File: src/rtl/af_lockstep_pkg.sv
// Shared types, default sizes and slice-offset helpers for the lockstep harness.
package af_lockstep_pkg;

  typedef enum logic [1:0] {
    IDLE  = 2'd0,
    CHECK = 2'd1,
    FAIL  = 2'd2
  } lk_state_e;

  localparam int DEF_NUM_REQS    = 2;
  localparam int DEF_FIFO_DWIDTH = 8;
  localparam int DEF_FIFO_DEPTH  = 4;
  localparam int DEF_ARB_QWID    = 4;
  localparam int DEF_CNT_WID     = 16;

  // Low bit of copy c inside a per-request vector (push, reqs, pop).
  function automatic int req_lo(input int c, input int nreq);
    return c * nreq;
  endfunction

  // Low bit of copy c inside the flattened data-in bus.
  function automatic int dat_lo(input int c, input int nreq, input int w);
    return c * nreq * w;
  endfunction

endpackage

File: src/rtl/SimpleScoreboard.sv
// Tracks the first word pushed after start through one FIFO and checks it pops
// out unchanged; prop_signal drops (sticky) on a corrupted word.
module SimpleScoreboard #(
  parameter int WIDTH = 8,
  parameter int DEPTH = 4
) (
  input  logic             clk,
  input  logic             rst,
  input  logic             start,
  input  logic             push,
  input  logic             pop,
  input  logic [WIDTH-1:0] data_in,
  input  logic [WIDTH-1:0] data_out,
  output logic             prop_signal
);

  localparam int CW = $clog2(DEPTH + 1) + 1;

  logic [CW-1:0]    occ_q, occ_d, ahead_q, ahead_d;
  logic [WIDTH-1:0] val_q, val_d;
  logic             armed_q, armed_d, track_q, track_d, bad_q, bad_d;

  always_comb begin
    occ_d   = occ_q + CW'(push) - CW'(pop);
    armed_d = armed_q | start;
    track_d = track_q;
    ahead_d = ahead_q;
    val_d   = val_q;
    bad_d   = bad_q;
    if (track_q) begin
      if (pop) begin
        if (ahead_q == '0) begin
          bad_d   = bad_q | (data_out != val_q);
          track_d = 1'b0;
        end else begin
          ahead_d = ahead_q - CW'(1);
        end
      end
    end else if ((armed_q || start) && push) begin
      // Words already queued ahead of the tracked one, minus any leaving now.
      track_d = 1'b1;
      armed_d = 1'b0;
      val_d   = data_in;
      ahead_d = occ_q - CW'(pop);
    end
    prop_signal = ~bad_q;
  end

  always_ff @(posedge clk) begin
    if (rst) begin
      occ_q   <= '0;
      ahead_q <= '0;
      val_q   <= '0;
      armed_q <= 1'b0;
      track_q <= 1'b0;
      bad_q   <= 1'b0;
    end else begin
      occ_q   <= occ_d;
      ahead_q <= ahead_d;
      val_q   <= val_d;
      armed_q <= armed_d;
      track_q <= track_d;
      bad_q   <= bad_d;
    end
  end

endmodule

File: src/rtl/af_fifo.sv
// Generic synchronous FIFO with a combinational head; zero read latency.
// Pushes while full and pops while empty are dropped.
module af_fifo #(
  parameter int WIDTH = 8,
  parameter int DEPTH = 4
) (
  input  logic             clk,
  input  logic             rst,
  input  logic             push,
  input  logic [WIDTH-1:0] push_dat,
  input  logic             pop,
  output logic [WIDTH-1:0] head_dat,
  output logic             empty
);

  localparam int AW = (DEPTH > 1) ? $clog2(DEPTH) : 1;
  localparam int CW = $clog2(DEPTH + 1);

  logic [WIDTH-1:0] mem_q [DEPTH];
  logic [AW-1:0]    wr_ptr_q, wr_ptr_d, rd_ptr_q, rd_ptr_d;
  logic [CW-1:0]    cnt_q, cnt_d;
  logic             full, do_push, do_pop;

  always_comb begin
    full     = (cnt_q == CW'(DEPTH));
    empty    = (cnt_q == '0);
    do_push  = push && !full;
    do_pop   = pop && !empty;
    wr_ptr_d = wr_ptr_q;
    rd_ptr_d = rd_ptr_q;
    if (do_push) wr_ptr_d = (wr_ptr_q == AW'(DEPTH - 1)) ? '0 : wr_ptr_q + AW'(1);
    if (do_pop)  rd_ptr_d = (rd_ptr_q == AW'(DEPTH - 1)) ? '0 : rd_ptr_q + AW'(1);
    cnt_d    = cnt_q + CW'(do_push) - CW'(do_pop);
    head_dat = mem_q[rd_ptr_q];
  end

  always_ff @(posedge clk) begin
    if (rst) begin
      wr_ptr_q <= '0;
      rd_ptr_q <= '0;
      cnt_q    <= '0;
    end else begin
      wr_ptr_q <= wr_ptr_d;
      rd_ptr_q <= rd_ptr_d;
      cnt_q    <= cnt_d;
    end
  end

  always_ff @(posedge clk) begin
    if (do_push) mem_q[wr_ptr_q] <= push_dat;
  end

endmodule

File: src/rtl/arbitrated_fifos.sv
// NUM_REQS FIFOs behind a deficit-weighted round-robin arbiter; the grant and
// head data are combinational from the current FIFO state (pop is the grant).
module arbitrated_fifos #(
  parameter int NUM_REQS = 2,
  parameter int WIDTH    = 8,
  parameter int DEPTH    = 4,
  parameter int QWID     = 4,
  parameter bit ABSTRACT = 1'b1
) (
  input  logic                      clk,
  input  logic                      rst,
  input  logic [NUM_REQS-1:0]       push,
  input  logic [NUM_REQS-1:0]       reqs,
  input  logic [NUM_REQS*WIDTH-1:0] data_in,
  input  logic [NUM_REQS*QWID-1:0]  quantums,
  output logic [NUM_REQS-1:0]       pop,
  output logic [WIDTH-1:0]          data_out
);

  localparam int IW = (NUM_REQS > 1) ? $clog2(NUM_REQS) : 1;

  logic [WIDTH-1:0]    head [NUM_REQS];
  logic [NUM_REQS-1:0] empty, elig, grant;
  logic [IW-1:0]       cur_q, cur_d, sel;
  logic [QWID-1:0]     credit_q, credit_d, qnt;
  logic                found;
  int                  idx;

  for (genvar i = 0; i < NUM_REQS; i++) begin : g_fifo
    af_fifo #(.WIDTH(WIDTH), .DEPTH(DEPTH)) u_fifo (
      .clk      (clk),
      .rst      (rst),
      .push     (push[i]),
      .push_dat (data_in[i*WIDTH +: WIDTH]),
      .pop      (grant[i]),
      .head_dat (head[i]),
      .empty    (empty[i])
    );
  end

  // Stay on the current requester while it has credit, else move to the next
  // eligible one (the current one last) and reload its quantum.
  always_comb begin
    elig     = reqs & ~empty;
    grant    = '0;
    sel      = cur_q;
    cur_d    = cur_q;
    credit_d = credit_q;
    found    = 1'b0;
    idx      = 0;
    qnt      = '0;
    if (elig[cur_q] && credit_q != '0) begin
      found    = 1'b1;
      credit_d = credit_q - QWID'(1);
    end else begin
      for (int k = 1; k <= NUM_REQS; k++) begin
        idx = (int'(cur_q) + k) % NUM_REQS;
        if (!found && elig[idx]) begin
          found    = 1'b1;
          sel      = IW'(idx);
          cur_d    = IW'(idx);
          qnt      = quantums[idx*QWID +: QWID];
          credit_d = (qnt == '0) ? '0 : qnt - QWID'(1);
        end
      end
    end
    if (found) grant[sel] = 1'b1;
    pop      = grant;
    data_out = (ABSTRACT && !found) ? '0 : head[sel];
  end

  always_ff @(posedge clk) begin
    if (rst) begin
      cur_q    <= '0;
      credit_q <= '0;
    end else begin
      cur_q    <= cur_d;
      credit_q <= credit_d;
    end
  end

endmodule

File: src/rtl/lockstep_cmp.sv
// Compares every copy against copy 0 each CHECK cycle and latches the first
// divergence; mismatch rises one cycle after the diverging cycle.
module lockstep_cmp
  import af_lockstep_pkg::*;
#(
  parameter int NUM_COPIES = 2,
  parameter int NUM_REQS   = DEF_NUM_REQS,
  parameter int WIDTH      = DEF_FIFO_DWIDTH,
  parameter int CNT_WID    = DEF_CNT_WID
) (
  input  logic                           clk,
  input  logic                           rst,
  input  logic                           check_en,
  input  logic [NUM_COPIES*NUM_REQS-1:0] pop,
  input  logic [NUM_COPIES*WIDTH-1:0]    data_out,
  input  logic [NUM_COPIES-1:0]          prop_signal,
  output logic                           mismatch,
  output logic [NUM_COPIES-1:0]          mismatch_mask,
  output logic [CNT_WID-1:0]             mismatch_cycle,
  output logic [CNT_WID-1:0]             cycle_cnt
);

  lk_state_e             state_q, state_d;
  logic [NUM_COPIES-1:0] diff, mask_q, mask_d;
  logic [CNT_WID-1:0]    cnt_q, cnt_d, mcyc_q, mcyc_d;

  // Data only matters when copy 0 actually granted something.
  always_comb begin
    diff = '0;
    for (int c = 1; c < NUM_COPIES; c++) begin
      diff[c] = (pop[c*NUM_REQS +: NUM_REQS] != pop[0 +: NUM_REQS])
             || ((|pop[0 +: NUM_REQS]) && (data_out[c*WIDTH +: WIDTH] != data_out[0 +: WIDTH]))
             || (prop_signal[c] != prop_signal[0]);
    end
  end

  always_comb begin
    state_d = state_q;
    cnt_d   = cnt_q;
    mask_d  = mask_q;
    mcyc_d  = mcyc_q;
    case (state_q)
      IDLE: if (check_en) state_d = CHECK;
      CHECK: begin
        if (!check_en) begin
          state_d = IDLE;
        end else if (|diff) begin
          state_d = FAIL;
          mask_d  = diff;
          mcyc_d  = cnt_q;
        end else if (cnt_q != '1) begin
          cnt_d = cnt_q + CNT_WID'(1);
        end
      end
      FAIL:    state_d = FAIL;
      default: state_d = IDLE;
    endcase
  end

  always_ff @(posedge clk) begin
    if (rst) begin
      state_q <= IDLE;
      cnt_q   <= '0;
      mask_q  <= '0;
      mcyc_q  <= '0;
    end else begin
      state_q <= state_d;
      cnt_q   <= cnt_d;
      mask_q  <= mask_d;
      mcyc_q  <= mcyc_d;
    end
  end

  assign mismatch       = (state_q == FAIL);
  assign mismatch_mask  = mask_q;
  assign mismatch_cycle = mcyc_q;
  assign cycle_cnt      = cnt_q;

endmodule

File: src/rtl/arbitrated_fifos_lockstep.sv
// NUM_COPIES duplicated arbitrated-FIFO systems, each with a scoreboard on
// FIFO_SEL, checked against copy 0 by a lockstep comparator.
module arbitrated_fifos_lockstep
  import af_lockstep_pkg::*;
#(
  parameter int NUM_COPIES = 2,
  parameter int NUM_REQS   = DEF_NUM_REQS,
  parameter int WIDTH      = DEF_FIFO_DWIDTH,
  parameter int DEPTH      = DEF_FIFO_DEPTH,
  parameter int QWID       = DEF_ARB_QWID,
  parameter int FIFO_SEL   = 0,
  parameter int CNT_WID    = DEF_CNT_WID
) (
  input  logic                                 clk,
  input  logic                                 rst,
  input  logic                                 start,
  input  logic [NUM_REQS*QWID-1:0]             quantums,
  input  logic [NUM_COPIES*NUM_REQS-1:0]       push,
  input  logic [NUM_COPIES*NUM_REQS-1:0]       reqs,
  input  logic [NUM_COPIES*NUM_REQS*WIDTH-1:0] flat_data_in,
  input  logic                                 check_en,
  output logic [NUM_COPIES*NUM_REQS-1:0]       pop,
  output logic [NUM_COPIES*WIDTH-1:0]          data_out,
  output logic [NUM_COPIES-1:0]                prop_signal,
  output logic                                 mismatch,
  output logic [NUM_COPIES-1:0]                mismatch_mask,
  output logic [CNT_WID-1:0]                   mismatch_cycle,
  output logic [CNT_WID-1:0]                   cycle_cnt
);

  for (genvar c = 0; c < NUM_COPIES; c++) begin : g_copy
    arbitrated_fifos #(
      .NUM_REQS (NUM_REQS),
      .WIDTH    (WIDTH),
      .DEPTH    (DEPTH),
      .QWID     (QWID),
      .ABSTRACT (1'b1)
    ) u_af (
      .clk      (clk),
      .rst      (rst),
      .push     (push[req_lo(c, NUM_REQS) +: NUM_REQS]),
      .reqs     (reqs[req_lo(c, NUM_REQS) +: NUM_REQS]),
      .data_in  (flat_data_in[dat_lo(c, NUM_REQS, WIDTH) +: NUM_REQS*WIDTH]),
      .quantums (quantums),
      .pop      (pop[req_lo(c, NUM_REQS) +: NUM_REQS]),
      .data_out (data_out[c*WIDTH +: WIDTH])
    );

    SimpleScoreboard #(.WIDTH(WIDTH), .DEPTH(DEPTH)) u_sb (
      .clk         (clk),
      .rst         (rst),
      .start       (start),
      .push        (push[req_lo(c, NUM_REQS) + FIFO_SEL]),
      .pop         (pop[req_lo(c, NUM_REQS) + FIFO_SEL]),
      .data_in     (flat_data_in[dat_lo(c, NUM_REQS, WIDTH) + FIFO_SEL*WIDTH +: WIDTH]),
      .data_out    (data_out[c*WIDTH +: WIDTH]),
      .prop_signal (prop_signal[c])
    );
  end

  lockstep_cmp #(
    .NUM_COPIES (NUM_COPIES),
    .NUM_REQS   (NUM_REQS),
    .WIDTH      (WIDTH),
    .CNT_WID    (CNT_WID)
  ) u_cmp (
    .clk            (clk),
    .rst            (rst),
    .check_en       (check_en),
    .pop            (pop),
    .data_out       (data_out),
    .prop_signal    (prop_signal),
    .mismatch       (mismatch),
    .mismatch_mask  (mismatch_mask),
    .mismatch_cycle (mismatch_cycle),
    .cycle_cnt      (cycle_cnt)
  );

endmodule

File: config.mk
export PLATFORM = sky130hd
export DESIGN_NAME = arbitrated_fifos_lockstep
export DESIGN_NICKNAME = d
export VERILOG_FILES = /design/src/rtl/af_lockstep_pkg.sv /design/src/rtl/SimpleScoreboard.sv /design/src/rtl/af_fifo.sv /design/src/rtl/arbitrated_fifos.sv /design/src/rtl/lockstep_cmp.sv /design/src/rtl/arbitrated_fifos_lockstep.sv
export SDC_FILE = /design/constraint.sdc
export NUM_CORES = 1
export LEC_CHECK = 0
export CORE_MARGIN = 3
export CORE_UTILIZATION = 58
export DETAILED_ROUTE_END_ITERATION = 7
export DONT_BUFFER_PORTS = 1
export PLACE_DENSITY = 0.82
export SYNTH_ARGS = -nofsm -noshare
export SYNTH_HDL_FRONTEND = slang
export SYNTH_SLANG_ARGS = --single-unit
File: constraint.sdc
create_clock -name clk -period 3.13 [get_ports clk]
set_clock_uncertainty 0.2 [all_clocks]
set_input_delay 0.313 -clock clk [delete_from_list [all_inputs] [get_ports clk]]
set_output_delay 0.313 -clock clk [all_outputs]
set_load 0.02 [all_outputs]
Word level (Yosys, flattened, before mapping) --
Memories as Yosys holds them, arrays and structs flattened. A register that Yosys moved wholly into a read port is not among the register bits. Index checks and enable logic that the tools add are counted.
Operators by class: add/subtract/negate cells 35, order comparisons 12, equal/unequal tests 26, shift operators 4, muxes and demuxes 102, bitwise gates (word level) 19, reductions and logical operators 58
Operators by type and width (count):
- $mux 4 | 18
- $mux 8 | 8
- $mux 1 | 52
- $mux 2 | 21
- $shiftx 8x4->4 | 4
- $sub 4x1->4 const B | 8
- $logic_not 4->1 | 6
- $ne 8x8->1 | 3
- $eq 2x2->1 const B | 9
- $logic_and 1x1->1 | 17
- $add 16x1->16 const B | 1
- $add 2x1->2 const B | 8
- $ne 16x16->1 const B | 1
- $sub 4x1->4 | 4
- $reduce_and 3->1 | 5
- $add 3x1->3 | 4
- $eq 3x3->1 const B | 4
- $logic_not 3->1 | 4
- $lt 2x3->1 const B | 4
- $sub 3x1->3 | 4
- $logic_not 1->1 | 10
- $ne 2x2->1 const B | 5
- $add 4x1->4 | 2
- $lt 1x2->1 const B | 4
- 23 further kinds | 50
Word-level totals: bits in registers 111, bits in writable memories 128, input port bits 52, memories kept 4
Memories:
- g_copy[0].u_af.g_fifo[0].u_fifo.mem_q | depth 4, bits a word 8, rd ports 1, clocked after memory_dff 1, write ports 1, line af_fifo.sv:19 | logic [WIDTH-1:0] mem_q [DEPTH];
- g_copy[0].u_af.g_fifo[1].u_fifo.mem_q | depth 4, bits a word 8, rd ports 1, clocked after memory_dff 1, write ports 1, line af_fifo.sv:19
- g_copy[1].u_af.g_fifo[0].u_fifo.mem_q | depth 4, bits a word 8, rd ports 1, clocked after memory_dff 1, write ports 1, line af_fifo.sv:19
- g_copy[1].u_af.g_fifo[1].u_fifo.mem_q | depth 4, bits a word 8, rd ports 1, clocked after memory_dff 1, write ports 1, line af_fifo.sv:19

Longest topological paths before layout --
Gate-level depths: netlist of run 1.
depth in word-level cells 24, mapped depth 15, gate-level depth less buffers 13

By module --
Synthesis of run 1 repeated with hierarchy kept, for this count alone.
Second synthesis, totals: cells, all modules 991, area, all modules 11847.6 µm²
By module, submodules not included:
- af_fifo | times used 4, cells an instance 91, area each 1637.8 µm²
- SimpleScoreboard | times used 2, cells an instance 121, area each 1047.3 µm²
- lockstep_cmp | times used 1, cells an instance 197, area each 1848.0 µm²
- arbitrated_fifos | times used 2, cells an instance 94, area each 676.9 µm²

Least setup slack after synthesis of run 1 --
OpenSTA, ideal clock, no wires.
kind register -> register, start point register g_copy[1].u_af.credit_q[0], end point register u_cmp.cnt_q[14], in the netlist u_cmp.cycle_cnt[14], library setup time 132 ps, arrival 2834 ps, required time 2798 ps, path slack -35 ps, stages on the path, launching flop included 12, clock period less this slack 3165 ps, path through dfxtp_1 inv_1 ha_1 nor3b_4 xor2_1 o211ai_1 o211a_1 nor4_1 a41oi_1 or4_1 nor4b_1 nor3_1
On the way: longest elaborated chain between the ends 14
Ends and longest elaborated chain:
- start: declaration | line arbitrated_fifos.sv:25 | logic [QWID-1:0] credit_q, credit_d, qnt;
- start signal: assignment | line arbitrated_fifos.sv:78 | credit_q <= credit_d;
- $reduce_bool 4->1 * | line arbitrated_fifos.sv:52 | if (elig[cur_q] && credit_q != '0) begin
- $logic_and 1x1->1 * | line arbitrated_fifos.sv:52
- $mux 1
- $not 1->2 (not written as such) | line arbitrated_fifos.sv:69 | data_out = (ABSTRACT && !found) ? '0 : head[sel];
- $mux 8 (not written as such) (3 in series) | line arbitrated_fifos.sv:69
- $mux 8 | line arbitrated_fifos.sv:69
- $ne 8x8->1 | line lockstep_cmp.sv:32 | || ((|pop[0 +: NUM_REQS]) && (data_out[c*WIDTH +: WIDTH] != data_out[0 +: WIDTH]))
- $logic_and 1x1->1 | line lockstep_cmp.sv:32
- $logic_or 1x1->1 * | line lockstep_cmp.sv:32
- $logic_or 1x1->1 * | line lockstep_cmp.sv:33 | || (prop_signal[c] != prop_signal[0]);
- $not 1->1 (no line) *
- $reduce_and 4->1 (no line) *
- end signal: assignment | line lockstep_cmp.sv:68 | cnt_q <= cnt_d;
- end: declaration | line lockstep_cmp.sv:25 | logic [CNT_WID-1:0] cnt_q, cnt_d, mcyc_q, mcyc_d;
Mark *: on every way between the ends. The rest lies on a longest branch, timed or not. The select of a mux whose other input is x is not followed. A chain may end at the register's enable or synchronous reset.

Worst setup path in the final report of run 1 --
start point register g_copy[0].u_af.g_fifo[1].u_fifo.cnt_q[0], end point register u_cmp.cnt_q[13], in the netlist u_cmp.cycle_cnt[13]
On the way: longest elaborated chain between the ends 23
Ends and longest elaborated chain:
- start: declaration | line af_fifo.sv:21 | logic [CW-1:0] cnt_q, cnt_d;
- start signal: assignment | line af_fifo.sv:45 | cnt_q <= cnt_d;
- $logic_not 3->1 * | line af_fifo.sv:26 | empty = (cnt_q == '0);
- $not 2->2 * | line arbitrated_fifos.sv:44 | elig = reqs & ~empty;
- $and 2x2->2 * | line arbitrated_fifos.sv:44
- $mux 1 (not written as such) (3 in series) | line arbitrated_fifos.sv:58 | if (!found && elig[idx]) begin
- $mux 1 | line arbitrated_fifos.sv:58
- $mux 1 | line arbitrated_fifos.sv:52
- $logic_not 1->1 | line arbitrated_fifos.sv:58
- $logic_and 1x1->1 | line arbitrated_fifos.sv:58
- [5 not listed]
- $demux 1 s1 / $mux 8 (equally long branches)
- $mux 2 / $mux 8 (equally long branches) | line arbitrated_fifos.sv:67, arbitrated_fifos.sv:69
- $reduce_or 2->1 / $ne 8x8->1 (equally long branches) | line lockstep_cmp.sv:32
- $logic_and 1x1->1 | line lockstep_cmp.sv:32
- $logic_or 1x1->1 * | line lockstep_cmp.sv:32
- $logic_or 1x1->1 * | line lockstep_cmp.sv:33
- $not 1->1 (no line) *
- $reduce_and 4->1 (no line) *
Marks and branches as above.

==> results.yml, run 1 <==
yosys:
  synth_edf_count: 128
  async_reset_ff_share_pct: 0
  avgSynthCellArea_um2: 11.6
  ys_ff_latch: 247
  yosysWarningCount: 0
  seq_area_frac_synth_pct: 54.2
  syn-num-nets: 1095
  syn-cell-area_um2: 11500
  synth_cells: 990
  ys.flop_type: "edfxtp_1"
  synth_cell_type_count: 58
sta:
  max_freq_ghz: 0.290
  worst_slew_pin_slew_ps: 771
  slew_violations: 0
  finalSetupViolCount: 38
  setup_ws_ps: -322
  post-route-period-util_pct: 110
  fin_crit_ps: 3450
  final_hold_viol_count: 0
  relSlewSlack_pct: 48.3
  grt_setup_unrepaired: "yes"
final_layout:
  syn2layout_area_growth_pct: 28.8
  fillers: 979
  layout_commonest_cell: "edfxtp_1"
  drive_gt1_share_pct: 21.9
  final_net_count: 1266
  diodes: 0
  final_cell_mix: "edfxtp_1, dfxtp_1, nor2_1, dlygate4sd3_1, buf_4"
  multiInputGateArea_um2: 5270
  final_core_util_pct: 77.5
  regArea_um2: 6230
worst_setup_path:
  cp_num_buf_inv: 5
  path_cells: "o31a_1, o211ai_1, buf_4, a211oi_1, nor4_2, a41oi_2, buf_6, buf_12, buf_8, nor4_4, buf_4, a21o_1, a21oi_2"
  timing.rr.start: "g_copy[0].u_af.g_fifo[1].u_fifo.cnt_q[0]$_SDFF_PP0_"
  cp_max_fo: 13
  crit_path_start_kind: "flop"
  cp.arrival_ps: 3710
  worstPathRequired_ps: 3390
  crit_start: "g_copy[0].u_af.g_fifo[1].u_fifo.cnt_q[0]$_SDFF_PP0_"
  crit_top_cell: "buf_4"
  critical_path.max_stage_delay_ps: 580
  cp-end-kind: "flop"
  critPathTopFamily: "compound AO/OA/AOI/OAI gates"
  critical_path_class: "reg -> reg"
  crit_slowest_cell: "o31a_1"
  r2r_setup_slack_ps: -320
cts:
  cts-root-buf: "clkbuf_16"
  htreeDepth: 1
  clock-sinks: 247
  clk_pin_slew_worst_paths_ps: 70
  clock_path_buffers: 3
  insertion_delay_ps: 530
  cts_tree: "built"
  cts_inserted_buffers: 25
floorplanning:
  fp.dieH_um: 147
  die_w_um: 147
  start_util_pct: 60.2
  rows: 50
  ios: 109
  die_area_um2: 21500
  coreArea_um2: 19100
global_routing:
  antenna_found_initial: 0
  overflow: 0
  track_usage_pct: 27.3
  grt_max_degree: 114
  grt_pass1_wl_um: 47100
  grt_pass1_vias: 8777
run_status:
  status: "finished with violations"
  violations: "setup timing"
placement:
  port_buffers: 0
  dp_slack_ps: -334
  hpwl_um: 17800
  place.gp.congestion: 0.858
hold_path:
  min_from: "push[3]"
  hold_class: "in -> reg"
power_and_ir_drop:
  p_per_area_nw_per_um2: 922
  peakVddDrop_v: 0.000607
  pwr-share-comb_pct: 46.3
  switching_power_w: 0.00503
  p_sw_share_pct: 36.9
  total_leakage_power_nw: 5.93
  clockPowerShare_pct: 22.5
  power.internal_w: 0.00859
  p_seq_share_pct: 31.3
route:
  viasPerCell: 6.37
  via_count: 9179
  firstDrtPassIters: 8
  drc: 0
  antenna_left: 0
  wire_per_inst_um: 23.6
  dr.first_iter.drc_count: 1103
  wl_um: 33900
run:
  cap_viol_max_count: 0
layer usage:
| layer | routed length (um) | vias up | global-route usage [%] |
|---|---|---|---|
| met2 | 16200 | 661 | 45.7 |
| met5 | 0 | - | 0 |
| met4 | 2250 | 0 | 10.3 |
| met3 | 3360 | 182 | 5.90 |
| li1 | - | 3926 | - |
| met1 | 12100 | 4410 | 34.9 |
synthesized netlist by cell type, types with 4 or more instances:
master    number  share of area, %
mux2i_1       31               2.7
mux4_2        32               6.3
buf_4         10              0.65
dfxtp_1      119                21
nor3b_1        6              0.39
and3_1        19               1.0
o21ai_0       28               1.2
nor4_1         7              0.38
ha_1          47               5.1
nor3_1        17              0.74
o211a_1       24               2.1
inv_1         69               2.3
fa_1           6               1.0
edfxtp_1     128                33
nand4_1        6              0.33
clkbuf_1      28              0.92
a21oi_1       66               2.9
a211oi_1      13              0.85
nand2_1       69               2.3
nand2b_1       4              0.22
o211ai_1      19               1.2
o31a_1         6              0.46
xor2_1        13              0.99
xnor2_1       29               2.2
nor2b_1       17              0.93
o31ai_1        6              0.39
o21ai_1        4              0.17
nand3_1       10              0.44
buf_2          6              0.26
or2_2          6              0.33
nor2_1        93               3.0
or3_1          6              0.33
and2_1         5              0.27
registers in the layout, summed over array words and instances (netlist names), named ones only:
register and count:
g_copy.u_af.g_fifo.u_fifo.mem_q 128, g_copy.u_af.credit_q 8, g_copy.u_af.g_fifo.u_fifo.cnt_q 12, g_copy.u_sb.armed_q 2, g_copy.u_sb.occ_q 8, g_copy.u_af.g_fifo.u_fifo.wr_ptr_q 8, g_copy.u_sb.track_q 2, u_cmp.mismatch_cycle 16
g_copy.u_af.cur_q 2, u_cmp.state_q 2, g_copy.u_af.g_fifo.u_fifo.rd_ptr_q 8, u_cmp.cycle_cnt 16, g_copy.u_sb.val_q 16, g_copy.u_sb.bad_q 2, u_cmp.mismatch_mask 1, g_copy.u_sb.ahead_q 8
worst paths after layout:
path | to | cells after the start
max | u_cmp.cycle_cnt[13]$_SDFFE_PP0P_ | 13
min | g_copy[1].u_af.g_fifo[1].u_fifo.mem_q[3][7]$_DFFE_PP_ | 1
max reg2reg | u_cmp.cycle_cnt[13]$_SDFFE_PP0P_ | 13
min reg2reg | g_copy[0].u_sb.ahead_q[3]$_SDFFE_PP0P_ | 2
power groups by stage:
stage	clock network [W]	registers, W	logic (W)
final	0.00306	0.00426	0.00630
after floorplan	0	0.00412	0.00308
after global placement	0	0.00422	0.00423
after CTS	0.00305	0.00421	0.00526
after detailed placement	0	0.00424	0.00432
after global routing	0.00321	0.00430	0.00664
logic make-up after synthesis:
logic type	after synthesis	synth area share [%]
buf+inv	117	4.28
flops	247	54.2
other cells	1	0.0327
fa+ha+maj	53	6.17
xor+xnor	44	3.49
simple gates	277	11.9
mux	66	9.28
compound gates	185	10.6
stage by stage:
stage	power [W]	instances	setup TNS, ps	hold slack, ps	area [um^2]
5_1_grt	0.0142	1440	-8510	76.5	14800
6_report	0.0136	1440	-5440	66.9	14800
3_3_place_gp	0.00845	1277	-4580	192	12200
2_1_floorplan	0.00720	990	0	212	11500
4_1_cts	0.0125	1423	-1840	-358	14300
3_5_place_dp	0.00856	1277	-6970	192	12200
worst register-to-register path, delay by kind of cell, from the launching register on:
| kind | cells | cell delay (ps) |
|---|---|---|
| AO/OA/AOI/OAI | 6 | 1740 |
| buffers and inverters | 5 | 820 |
| flip-flops | 1 | 510 |
| AND/OR/NAND/NOR | 2 | 120 |
cell type report:
type,count,share of cell area (%)
flip-flops and latches,247,42.2
multi-input cells,628,35.7
repair buffers,190,12.6
clock buffers,33,4.64
well taps,260,2.20
inverters,69,1.80
clock inverters,13,0.990
what timing repair did:
action	4_1_cts	5_1_grt
setup buffers	15	15
endpoints found under the hold margin	247	62
hold buffers	84	4
gates cloned	3	0
setup endpoints to repair	40	54
pin swaps	25	40
gates resized for setup	38	72
Note: power is estimated with default switching activity, not from simulation.
==> run 2, diff against run 1 <==
--- a/config.mk
+++ b/config.mk
@@ -5,6 +5,7 @@
 export SDC_FILE = /design/constraint.sdc
 export NUM_CORES = 1
 export LEC_CHECK = 0
+export ABC_AREA = 1
 export CORE_MARGIN = 3
 export CORE_UTILIZATION = 58
 export DETAILED_ROUTE_END_ITERATION = 7
==> results.yml, run 2 <==
sta:
  slew_violations: 0
  holdWs_ps: 39.5
  worst_slew_pin_slew_ps: 914
  final_hold_viol_count: 0
  grt_setup_unrepaired: "no"
  tns_ps: 0
  max_freq_ghz: 0.341
  relSlewSlack_pct: 38.8
  fin_crit_ps: 2930
  post-route-period-util_pct: 93.6
  finalSetupViolCount: 0
worst_setup_path:
  crit_path_start_kind: "flop"
  cp.arrival_ps: 3180
  r2r_setup_slack_ps: 200
  worstPathRequired_ps: 3380
  critical_path_class: "reg -> reg"
  timing.rr.start: "g_copy[0].u_af.credit_q[0]$_SDFFE_PP0P_"
  cp-end-kind: "flop"
  worstRegToRegCells: 12
  cp_max_fo: 9
  reg2reg_to: "g_copy[0].u_af.g_fifo[0].u_fifo.cnt_q[2]$_SDFF_PP0_"
global_routing:
  antenna_found_initial: 0
  grt_max_degree: 44
  track_usage_pct: 24.1
  overflow: 0
  grt_pass1_vias: 9421
  grt_pass1_wl_um: 46600
yosys:
  syn-num-nets: 1558
  synth_cell_type_count: 53
  yosys-top-cells-area: "edfxtp_1, dfxtp_1, nand2_1, nor2_1, inv_1"
  synth.most_common_cell: "nand2_1"
  yosys.area.top_type_share_pct: 30.7
  synth_edf_count: 128
  avgSynthCellArea_um2: 8.63
  async_reset_ff_share_pct: 0
  synth_cells: 1453
  synth_common_cells: "nand2_1, nor2_1, inv_1, edfxtp_1, dfxtp_1"
  yosysWarningCount: 0
  seq_area_frac_synth_pct: 49.7
  syn-cell-area_um2: 12500
  yosys.area.top_type: "edfxtp_1"
  ys.flop_type: "edfxtp_1"
  ys_ff_latch: 247
placement:
  port_buffers: 0
  place.gp.congestion: 0.886
  place_inst: 1710
  hpwl_um: 20200
route:
  antenna_left: 0
  via_count: 9980
  drc: 0
  firstDrtPassIters: 5
  dr.first_iter.drc_count: 837
  wire_per_inst_um: 16.2
  wl_um: 29200
  viasPerCell: 5.53
hold_path:
  whs_endpoint: "g_copy[1].u_af.g_fifo[1].u_fifo.wr_ptr_q[1]$_SDFFE_PP0P_"
  whs_path_depth: 2
  min_from: "push[3]"
  hold_class: "in -> reg"
final_layout:
  syn2layout_area_growth_pct: 12.4
  final_cell_mix: "nand2_1, nor2_1, inv_1, edfxtp_1, dfxtp_1"
  instances_no_fill: 1804
  largest_register_ffs: 128
  final_net_count: 1616
  diodes: 0
  regMostFlops: "g_copy.u_af.g_fifo.u_fifo.mem_q"
  drive_gt1_share_pct: 10.2
  layout_commonest_cell: "nand2_1"
floorplanning:
  die_area_um2: 23400
  die_w_um: 153
  coreArea_um2: 21200
  ios: 109
  rows: 53
  fp.dieH_um: 153
  start_util_pct: 59.3
power_and_ir_drop:
  p_seq_share_pct: 31.5
  p_per_area_nw_per_um2: 988
  switching_power_w: 0.00592
  power.internal_w: 0.00801
  p_sw_share_pct: 42.5
  clockPowerShare_pct: 20.5
  peakVddDrop_v: 0.000685
  total_leakage_power_nw: 6.03
  pwr-share-comb_pct: 48.0
cts:
  clock-sinks: 247
  htreeDepth: 1
  clock_path_buffers: 3
  cts_tree: "built"
  cts_inserted_buffers: 25
  clk_pin_slew_worst_paths_ps: 70
  cts-root-buf: "clkbuf_16"
  insertion_delay_ps: 520
run_status:
  status: "completed"
run:
  cap_viol_max_count: 0
run 2: changes by cell type in the layout (fill, tap and decap cells not counted), sizes merged, moves of 20 or more:
cell,change
nor2,+113
mux2i,-31
inv,+118
o211a,-20
dlygate4sd3,-48
nand3,+89
o21ai,+80
xnor2,-21
buf,-60
mux4,-32
nand2,+206
run 2: layout make-up:
type                    instances  area (um^2)
fillers                      1574         7060
clock inverters                10         96.3
clock buffers                  35          683
repair buffers                 81          732
multi-input cells             961         5280
flip-flops and latches        247         6230
well taps                     275          344
inverters                     195          734
run 2: cells by family (layout without fill, tap and decap cells):
family                     after synthesis  after routing  share of synthesized area, %
other                                    1              1                        0.0299
and+or+nand+nor                        647            649                          23.5
adders and majority gates               53             53                          5.65
xor gates and xnor gates                35             35                          2.45
DFF                                    247            247                          49.7
buffers and inverters                  247            321                          8.41
AOI/OAI and AO/OA                      223            223                          10.3
run 2: critical path, stage by stage, from the launching register on:
cell and delay, ps:
dfxtp_1 320, inv_1 60, ha_1 210, nand3_1 180, nand4_2 260, nand2_4 200, nor2_2 90, ha_1 280
inv_1 40, ha_1 200, fa_1 400, or2_2 300, a21oi_1 130
run 2: per-layer routing:
metal | global-route usage, % | vias to the layer above | wire, um
li1 | - | 4896 | -
met1 | 30.8 | 4643 | 12000
met2 | 41.2 | 378 | 14100
met3 | 5.01 | 63 | 2210
met4 | 7.89 | 0 | 948
met5 | 0 | - | 0
run 2: worst max-delay path by stage:
stage / start / to / cells past startpoint
2_1_floorplan: g_copy[1].u_af.credit_q[0]$_SDFFE_PP0P_ / g_copy[1].u_af.g_fifo[0].u_fifo.cnt_q[2]$_SDFF_PP0_ / 13
3_3_place_gp: g_copy[0].u_af.credit_q[0]$_SDFFE_PP0P_ / g_copy[0].u_af.g_fifo[0].u_fifo.cnt_q[2]$_SDFF_PP0_ / 12
3_5_place_dp: g_copy[0].u_af.credit_q[0]$_SDFFE_PP0P_ / g_copy[0].u_af.g_fifo[0].u_fifo.cnt_q[2]$_SDFF_PP0_ / 12
4_1_cts: g_copy[1].u_af.credit_q[0]$_SDFFE_PP0P_ / g_copy[1].u_af.g_fifo[0].u_fifo.cnt_q[2]$_SDFF_PP0_ / 12
5_1_grt: g_copy[0].u_af.credit_q[0]$_SDFFE_PP0P_ / g_copy[0].u_af.g_fifo[0].u_fifo.cnt_q[2]$_SDFF_PP0_ / 12
6_report: g_copy[0].u_af.credit_q[0]$_SDFFE_PP0P_ / g_copy[0].u_af.g_fifo[0].u_fifo.cnt_q[2]$_SDFF_PP0_ / 12
run 2: power by group through the flow:
stage / registers (W) / clock network, W / logic (W)
after floorplan: 0.00435 / 0 / 0.00489
after detailed placement: 0.00445 / 0 / 0.00623
final: 0.00439 / 0.00285 / 0.00669
after global placement: 0.00442 / 0 / 0.00601
after CTS: 0.00439 / 0.00288 / 0.00637
after global routing: 0.00445 / 0.00302 / 0.00746
run 2: through the flow:
step	setup WS, ps	util [%]	area (um^2)	power [W]
2_1_floorplan	328	-	12500	0.00924
3_3_place_gp	236	60.6	12800	0.0104
3_5_place_dp	178	60.6	12800	0.0107
4_1_cts	158	66.2	14000	0.0136
5_1_grt	16.1	66.6	14100	0.0149
6_report	201	66.6	14100	0.0139
run 2: repair_timing:
item                       CTS  global route
setup buffers                0             8
hold buffers                39             0
hold endpoints to repair   190             0
gates resized for setup      0             3
setup endpoints to repair    0            24
